`config.mk`:
```
export PLATFORM = sky130hd
export DESIGN_NAME = pulse_stretch_moore_flat
export DESIGN_NICKNAME = d
export VERILOG_FILES = /design/src/rtl/pulse_stretch_moore_if.sv /design/src/rtl/pulse_stretch_moore.sv /design/src/flat_wrapper.sv
export SDC_FILE = /design/constraint.sdc
export NUM_CORES = 1
export LEC_CHECK = 0
export CORE_UTILIZATION = 40
export CTS_CLUSTER_DIAMETER = 150
export DETAILED_ROUTE_END_ITERATION = 12
export DONT_BUFFER_PORTS = 1
export PLACE_DENSITY = 0.62
export SETUP_SLACK_MARGIN = 0.3
export SLEW_MARGIN = 20
export SYNTH_ARGS = -nofsm -noshare
export SYNTH_HDL_FRONTEND = slang
export SYNTH_SLANG_ARGS = --single-unit
```
`constraint.sdc`:
```
create_clock -name in_clk -period 1.9 [get_ports in_clk]
set_input_delay 0.19 -clock in_clk [delete_from_list [all_inputs] [get_ports in_clk]]
set_output_delay 0.19 -clock in_clk [all_outputs]
set_load 0.01 [all_outputs]
```
`src/rtl/pulse_stretch_moore_if.sv`:
```
// Trigger/level bundle for pulse_stretch_moore.
// master drives in_i; slave returns o_q, o_busy, o_st.
interface pulse_stretch_moore_if;
  logic       in_i;
  logic       o_q;
  logic       o_busy;
  logic [1:0] o_st;

  modport master (
    output in_i,
    input  o_q,
    input  o_busy,
    input  o_st
  );

  modport slave (
    input  in_i,
    output o_q,
    output o_busy,
    output o_st
  );
endinterface

```
`src/rtl/pulse_stretch_moore.sv`:
```
// Moore pulse-to-level regenerator: strobe -> WIDTH high, GAP low guard.
// Ports: in_clk, in_rst (async, active-low), io.slave (in_i/o_q/o_busy/o_st).
// PULSE_STRETCH_RETRIGGER_EN: in_i in HIGH reloads the high phase.
module pulse_stretch_moore #(
  parameter int WIDTH = 4,
  parameter int GAP   = 2,
  parameter int CNT_W = 8
) (
  input  logic                 in_clk,
  input  logic                 in_rst,
  pulse_stretch_moore_if.slave io
);

  typedef enum logic [1:0] {
    S_IDLE = 2'd0,
    S_HIGH = 2'd1,
    S_GAP  = 2'd2
  } state_t;

  localparam logic [CNT_W-1:0] W_LD =
    CNT_W'(WIDTH - 1);
  localparam logic [CNT_W-1:0] G_LD =
    CNT_W'(GAP - 1);
  localparam logic [CNT_W-1:0] ONE =
    CNT_W'(1);

  state_t           state;
  logic [CNT_W-1:0] cnt;
  logic             q_r;
  logic             busy_r;

  // Outputs are registered next to the state so
  // they always match the state they decode.
  always_ff @(posedge in_clk or negedge in_rst) begin
    if (!in_rst) begin
      state  <= S_IDLE;
      cnt    <= '0;
      q_r    <= 1'b0;
      busy_r <= 1'b0;
    end else begin
      case (state)
        S_IDLE: begin
          if (io.in_i) begin
            state  <= S_HIGH;
            cnt    <= W_LD;
            q_r    <= 1'b1;
            busy_r <= 1'b1;
          end
        end
        S_HIGH: begin
`ifdef PULSE_STRETCH_RETRIGGER_EN
          // Reload beats the exit to GAP.
          if (io.in_i) begin
            cnt <= W_LD;
          end else if (cnt != '0) begin
            cnt <= cnt - ONE;
          end else begin
            state  <= S_GAP;
            cnt    <= G_LD;
            q_r    <= 1'b0;
            busy_r <= 1'b1;
          end
`else
          if (cnt != '0) begin
            cnt <= cnt - ONE;
          end else begin
            state  <= S_GAP;
            cnt    <= G_LD;
            q_r    <= 1'b0;
            busy_r <= 1'b1;
          end
`endif
        end
        S_GAP: begin
          if (cnt != '0) begin
            cnt <= cnt - ONE;
          end else begin
            state  <= S_IDLE;
            q_r    <= 1'b0;
            busy_r <= 1'b0;
          end
        end
        default: begin
          // Illegal code 3 falls back to IDLE.
          state  <= S_IDLE;
          cnt    <= '0;
          q_r    <= 1'b0;
          busy_r <= 1'b0;
        end
      endcase
    end
  end

  assign io.o_q    = q_r;
  assign io.o_busy = busy_r;
  assign io.o_st   = state;

endmodule

```
`src/flat_wrapper.sv`:
```
// flat-port wrapper written by rule: the top's interface ports become plain ports
module pulse_stretch_moore_flat 
#(
  parameter int WIDTH = 4,
  parameter int GAP   = 2,
  parameter int CNT_W = 8
)
  (in_clk, in_rst, io_in_i, io_o_q, io_o_busy, io_o_st);
  pulse_stretch_moore_if io_i ();
  input  logic in_clk;
  input  logic in_rst;
  input wire logic [$bits(io_i.in_i)-1:0] io_in_i;
  output wire logic [$bits(io_i.o_q)-1:0] io_o_q;
  output wire logic [$bits(io_i.o_busy)-1:0] io_o_busy;
  output wire logic [$bits(io_i.o_st)-1:0] io_o_st;
  assign io_i.in_i = io_in_i;
  assign io_o_q = io_i.o_q;
  assign io_o_busy = io_i.o_busy;
  assign io_o_st = io_i.o_st;
  pulse_stretch_moore #(.WIDTH(WIDTH), .GAP(GAP), .CNT_W(CNT_W)) u_core (.in_clk(in_clk), .in_rst(in_rst), .io(io_i));
endmodule
```
# After elaboration in Yosys (flattened, before gate mapping)
# Cells that the tools add are included.
classes:
  addsub: 1
  eq_ne: 7
  n_mux: 13
  n_reduce_logical: 6
ops:
  columns: ["op", "count"]
  rows:
  - ["$mux W8", 3]
  - ["$pmux W8 S3", 1]
  - ["$ne A2 B2 Y1 const B", 4]
  - ["$reduce_bool A8 Y1", 1]
  - ["$sub A8 B1 Y8 const B", 1]
  - ["$mux W2", 3]
  - ["$pmux W2 S3", 1]
  - ["$reduce_and A2 Y1", 2]
  - ["$mux W1", 3]
  - ["$pmux W1 S3", 1]
  - ["$reduce_and A3 Y1", 1]
  - ["$eq A2 B1 Y1 const B", 1]
  - ["$eq A2 B2 Y1 const B", 1]
  - ["$logic_not A2 Y1", 1]
  - ["$ne A2 B1 Y1 const B", 1]
  - ["$pmux W1 S2", 1]
  - ["$reduce_or A2 Y1", 1]
word_totals:
  ff_bits: 12
  in_bits: 3

# Longest topological paths before layout
depth:
  ltp_word: 4
  ltp_mapped: 6

# Least setup slack after synthesis
# No wires, ideal clock.
synth_path:
  path_type: "register to register"
  startpoint: "reg u_core.state[0] (netlist: u_core.io.o_st[0])"
  endpoint: "reg u_core.cnt[2]"
  arrival_time_ns: 1.939
  required_ns: 1.768
  path_slack_ns: -0.171
  stages_incl_launch_ff: 7
  n_path_buf: 0
  synth_period_minus_slack_ns: 2.071
  path_cell_list: "dfrtp_1 > inv_1 > ha_1 > or4b_2 > o22a_1 > a21oi_1 > nor2_1"
synth_between:
  elab_chain_len: 3
  word_cells_on_any_way: 7
synth_rtl:
  columns: ["element", "line_no", "rtl"]
  rows:
  - ["start: declaration", "pulse_stretch_moore.sv:27", "state_t state;"]
  - ["start signal: assignment", "pulse_stretch_moore.sv:36", "state <= S_IDLE;"]
  - ["start signal: assignment", "pulse_stretch_moore.sv:44", "state <= S_HIGH;"]
  - ["start signal: assignment", "pulse_stretch_moore.sv:67", "state <= S_GAP;"]
  - ["$eq A2 B2 Y1 / $logic_not A2 Y1 (equally long branches)", "pulse_stretch_moore.sv:41", "case (state)"]
  - ["$ne A2 B1 Y1 (no source line) / $ne A2 B2 Y1 (equally long branches)", null, null]
  - ["$reduce_and A2 Y1 (no source line)", null, null]
  - ["end signal: assignment", "pulse_stretch_moore.sv:65", "cnt <= cnt - ONE;"]
  - ["end signal: assignment", "pulse_stretch_moore.sv:76", "cnt <= cnt - ONE;"]
  - ["end: declaration", "pulse_stretch_moore.sv:28", "logic [CNT_W-1:0] cnt;"]
# Several ways; a longest one is shown, not always the timed one.
# A chain may end at the register's enable or synchronous reset.

# Worst setup path in the final report
layout_path:
  startpoint: "reg u_core.cnt[1]"
  endpoint: "reg u_core.cnt[2]"
layout_between:
  elab_chain_len: 3
  word_cells_on_any_way: 7
layout_rtl:
  columns: ["element", "line_no", "rtl"]
  rows:
  - ["$sub A8 B1 Y8 / $reduce_bool A8 Y1 (equally long branches)", null, null]
  - ["$mux W8 (tied with other cells)", "pulse_stretch_moore.sv:75", "if (cnt != '0) begin"]
  - ["$pmux W8 S3 / $reduce_and A2 Y1 (equally long branches)", null, null]
# Several ways; a longest one is shown, not always the timed one. The select of a mux whose other input is x is not followed.

==> flow_summary.yaml <==
cts:
  path_clk_slew_ps: 80
  clock_latency_ps: 280
  cts_buffers: 3
  cts_tree: "yes"
  clockBufferDepth: 2
  cts_htree_levels: 1
  cts.sinks: 12
  root_buffer: "clkbuf_4"
grt:
  grt_max_degree: 13
  grt_pass1_vias: 666
  grt_pass1_wl_um: 3160
  grt_util_all_layers: 0.225
  antenna_found_initial: 0
  grt-ovfl-total: 0
synth:
  synthCells: 81
  synth_area_per_cell_um2: 9.45
  synth.distinct_cells: 31
  synth-seq-cells: 12
  synth_area_um2: 766
  yosysWarnings: 0
  yosysSeqAreaShare: 0.392
  syn_nets: 90
die:
  die_w_um: 45.8
  io_pins: 7
  die_h_um: 45.8
  core_um2: 1760
  initial_core_util: 0.434
  die_area_um2: 2090
  rows: 15
layout:
  drive_above_1_share: 0.500
  multi_input_area_um2: 574
  utilization: 0.648
  diodes: 0
  fillers: 156
  final-seq-area_um2: 300
  area_delta_synth_final_pct: 49.3
  final_area_um2: 1140
  layout.nets: 116
route:
  num_vias: 724
  avgRoutedWirePerCell_um: 16.5
  drc: 0
  drtPass1Iterations: 4
  viasPerCell: 5.53
  first_iter_violations: 29
  ant_nets: 0
  finalWirelength_um: 2170
timing:
  setup_ws_ps: 28.1
  min_period_ps: 1870
  period_share: 0.985
  slew_headroom: 0.617
  rsz0062_at_grt: "yes"
  setup_violations: 0
  clock_skew_ps: 1.35
  tightest_slew_ps: 573
  fmax_mhz: 534
  drv_slew: 0
  hold_viol: 0
power_and_ir_drop:
  powerDensity_nw_per_um2: 1860
  clockPowerShare: 0.100
  power_frac_seq: 0.213
  power.switching_uw: 891
  pwr-share-comb: 0.687
  intPower_mw: 1.24
  p_leak_nw: 0.505
  max-vdd-ir-drop_uv: 1030
  switching_share: 0.418
  finalPower_mw: 2.13
place:
  gp_congestion: 0.836
  post_dp_cell_area_um2: 888
  hpwl_um: 1270
  portBuffers: 0
  dpl_worst_slack_ps: 40.2
setup_path:
  cp.required_ps: 2070
  crit_path_end_kind: "flip-flop"
  crit_type: "flip-flop to flip-flop"
  critPathSlowestCell: "or4bb_4"
  cp_top_family: "simple AND/OR/NAND/NOR gates"
  worst-path-buf-inv: 2
  cp-start-kind: "flip-flop"
  path_cells: "inv_2, ha_4, or4bb_4, o211ai_1, buf_4, xor2_1, nor2_1"
  cp_slowest_stage_delay_ps: 550
  worstPathArrival_ps: 2050
  crit_fanout: 5
status:
  outcome: "finished clean"
worst_hold_path:
  hold_path.class: "input port to flip-flop"
flow_run:
  drv_cap: 0
## flip-flops by register name, indices dropped and copies added (netlist names)
signal            count
u_core.cnt            8
u_core.io.o_st        2
u_core.io.o_busy      1
u_core.io.o_q         1
## layer usage
metal,routed length [um],global-route usage,vias up
li1,-,-,352
met1,948,0.298,342
met2,1060,0.329,23
met3,114,0.0794,7
met4,48,0.100,0
met5,0,0,-
## layout make-up
cell class | instances | area share
multi-input cells | 63 | 0.502
inverters | 5 | 0.0164
well taps | 25 | 0.0274
repair buffers | 22 | 0.160
clock buffers | 4 | 0.0317
flip-flops and latches | 12 | 0.263
## power groups by stage
stage	sequential (mW)	clock, mW	combinational (mW)
6_report	0.454	0.214	1.46
3_5_place_dp	0.449	0	0.981
4_1_cts	0.446	0.218	1.20
3_3_place_gp	0.448	0	0.974
5_1_grt	0.465	0.228	1.60
2_1_floorplan	0.460	0	0.699
## through the flow
stage / hold WS, ps / setup TNS, ps / std cells
after floorplan: -106 / 0 / 81
after global placement: -105 / 0 / 116
after detailed placement: -105 / 0 / 116
after CTS: 73.7 / 0 / 126
after global routing: 104 / -79.2 / 131
final: 76.1 / 0 / 131
## placed cells by master, fill, tap and decap left out, drive strengths merged
master / n
nor2: 8
or3b: 1
or4b: 2
ha: 6
inv: 5
a21oi: 11
or3: 2
mux2: 1
o211ai: 1
nand3: 2
or4bb: 1
o31ai: 2
dlygate4sd3: 1
nand4b: 1
o41ai: 2
o22a: 1
nor2b: 1
a2bb2oi: 1
xor2: 1
a21boi: 1
or2: 2
nand2: 5
nor3: 2
dfrtp: 12
nand4bb: 1
clkbuf: 4
nand2b: 1
or4: 2
o21ai: 5
buf: 21
## what timing repair did
item | in CTS | in global routing
endpoints found under the hold margin | 12 | 0
endpoints found under the setup margin | 12 | 12
buffers inserted | 5 | 5
cloned | 0 | 0
pin swaps | 9 | 11
gates resized for setup | 12 | 18
hold buffers | 1 | 0
## cells in the mapped netlist
master	instances	area, um2
o21ai_2	1	8.76
nand2b_1	1	6.26
a21oi_4	1	16.3
a21boi_0	1	7.51
buf_4	1	7.51
or4b_2	2	20.0
a21oi_1	10	50.1
ha_1	6	75.1
or3_1	2	12.5
a2bb2oi_1	1	8.76
inv_1	5	18.8
or4_1	2	15.0
dfrtp_1	12	300
o211ai_1	1	7.51
nor2b_1	1	6.26
nor3_1	2	10.0
or2_2	1	6.26
nand2_1	5	18.8
or4bb_1	1	11.3
nor2_1	8	30.0
mux2_1	1	11.3
o21ai_0	4	20.0
nand4b_1	1	8.76
o31ai_1	2	15.0
o41ai_1	2	17.5
nand4bb_1	1	11.3
or2_4	1	8.76
or3b_2	1	8.76
nand3_1	2	10.0
xor2_1	1	8.76
o22a_1	1	8.76
## kinds of logic (layout without fill, tap and decap cells)
kind of cell    count (synthesis)  in the layout  synth area share
compound gates                 24             24             0.209
xor+xnor                        1              1            0.0114
fa+ha+maj                       6              6            0.0980
buf+inv                         6             31            0.0343
flops                          12             12             0.392
mux                             1              1            0.0147
simple gates                   31             31             0.240
## final timing paths
check                               from  slack (ps)             to  depth (start not counted)
setup reg to reg           u_core.cnt[1]          30  u_core.cnt[2]                          7
setup / recovery           u_core.cnt[1]          30  u_core.cnt[2]                          7
max in group asynchronous         in_rst        1190  u_core.io.o_q                          1
min in group asynchronous         in_rst         340  u_core.cnt[3]                          1
hold / removal                   io_in_i          80  u_core.io.o_q                          2
hold reg to reg            u_core.cnt[4]         590  u_core.cnt[4]                          2
(Power assumes the default switching activity.)
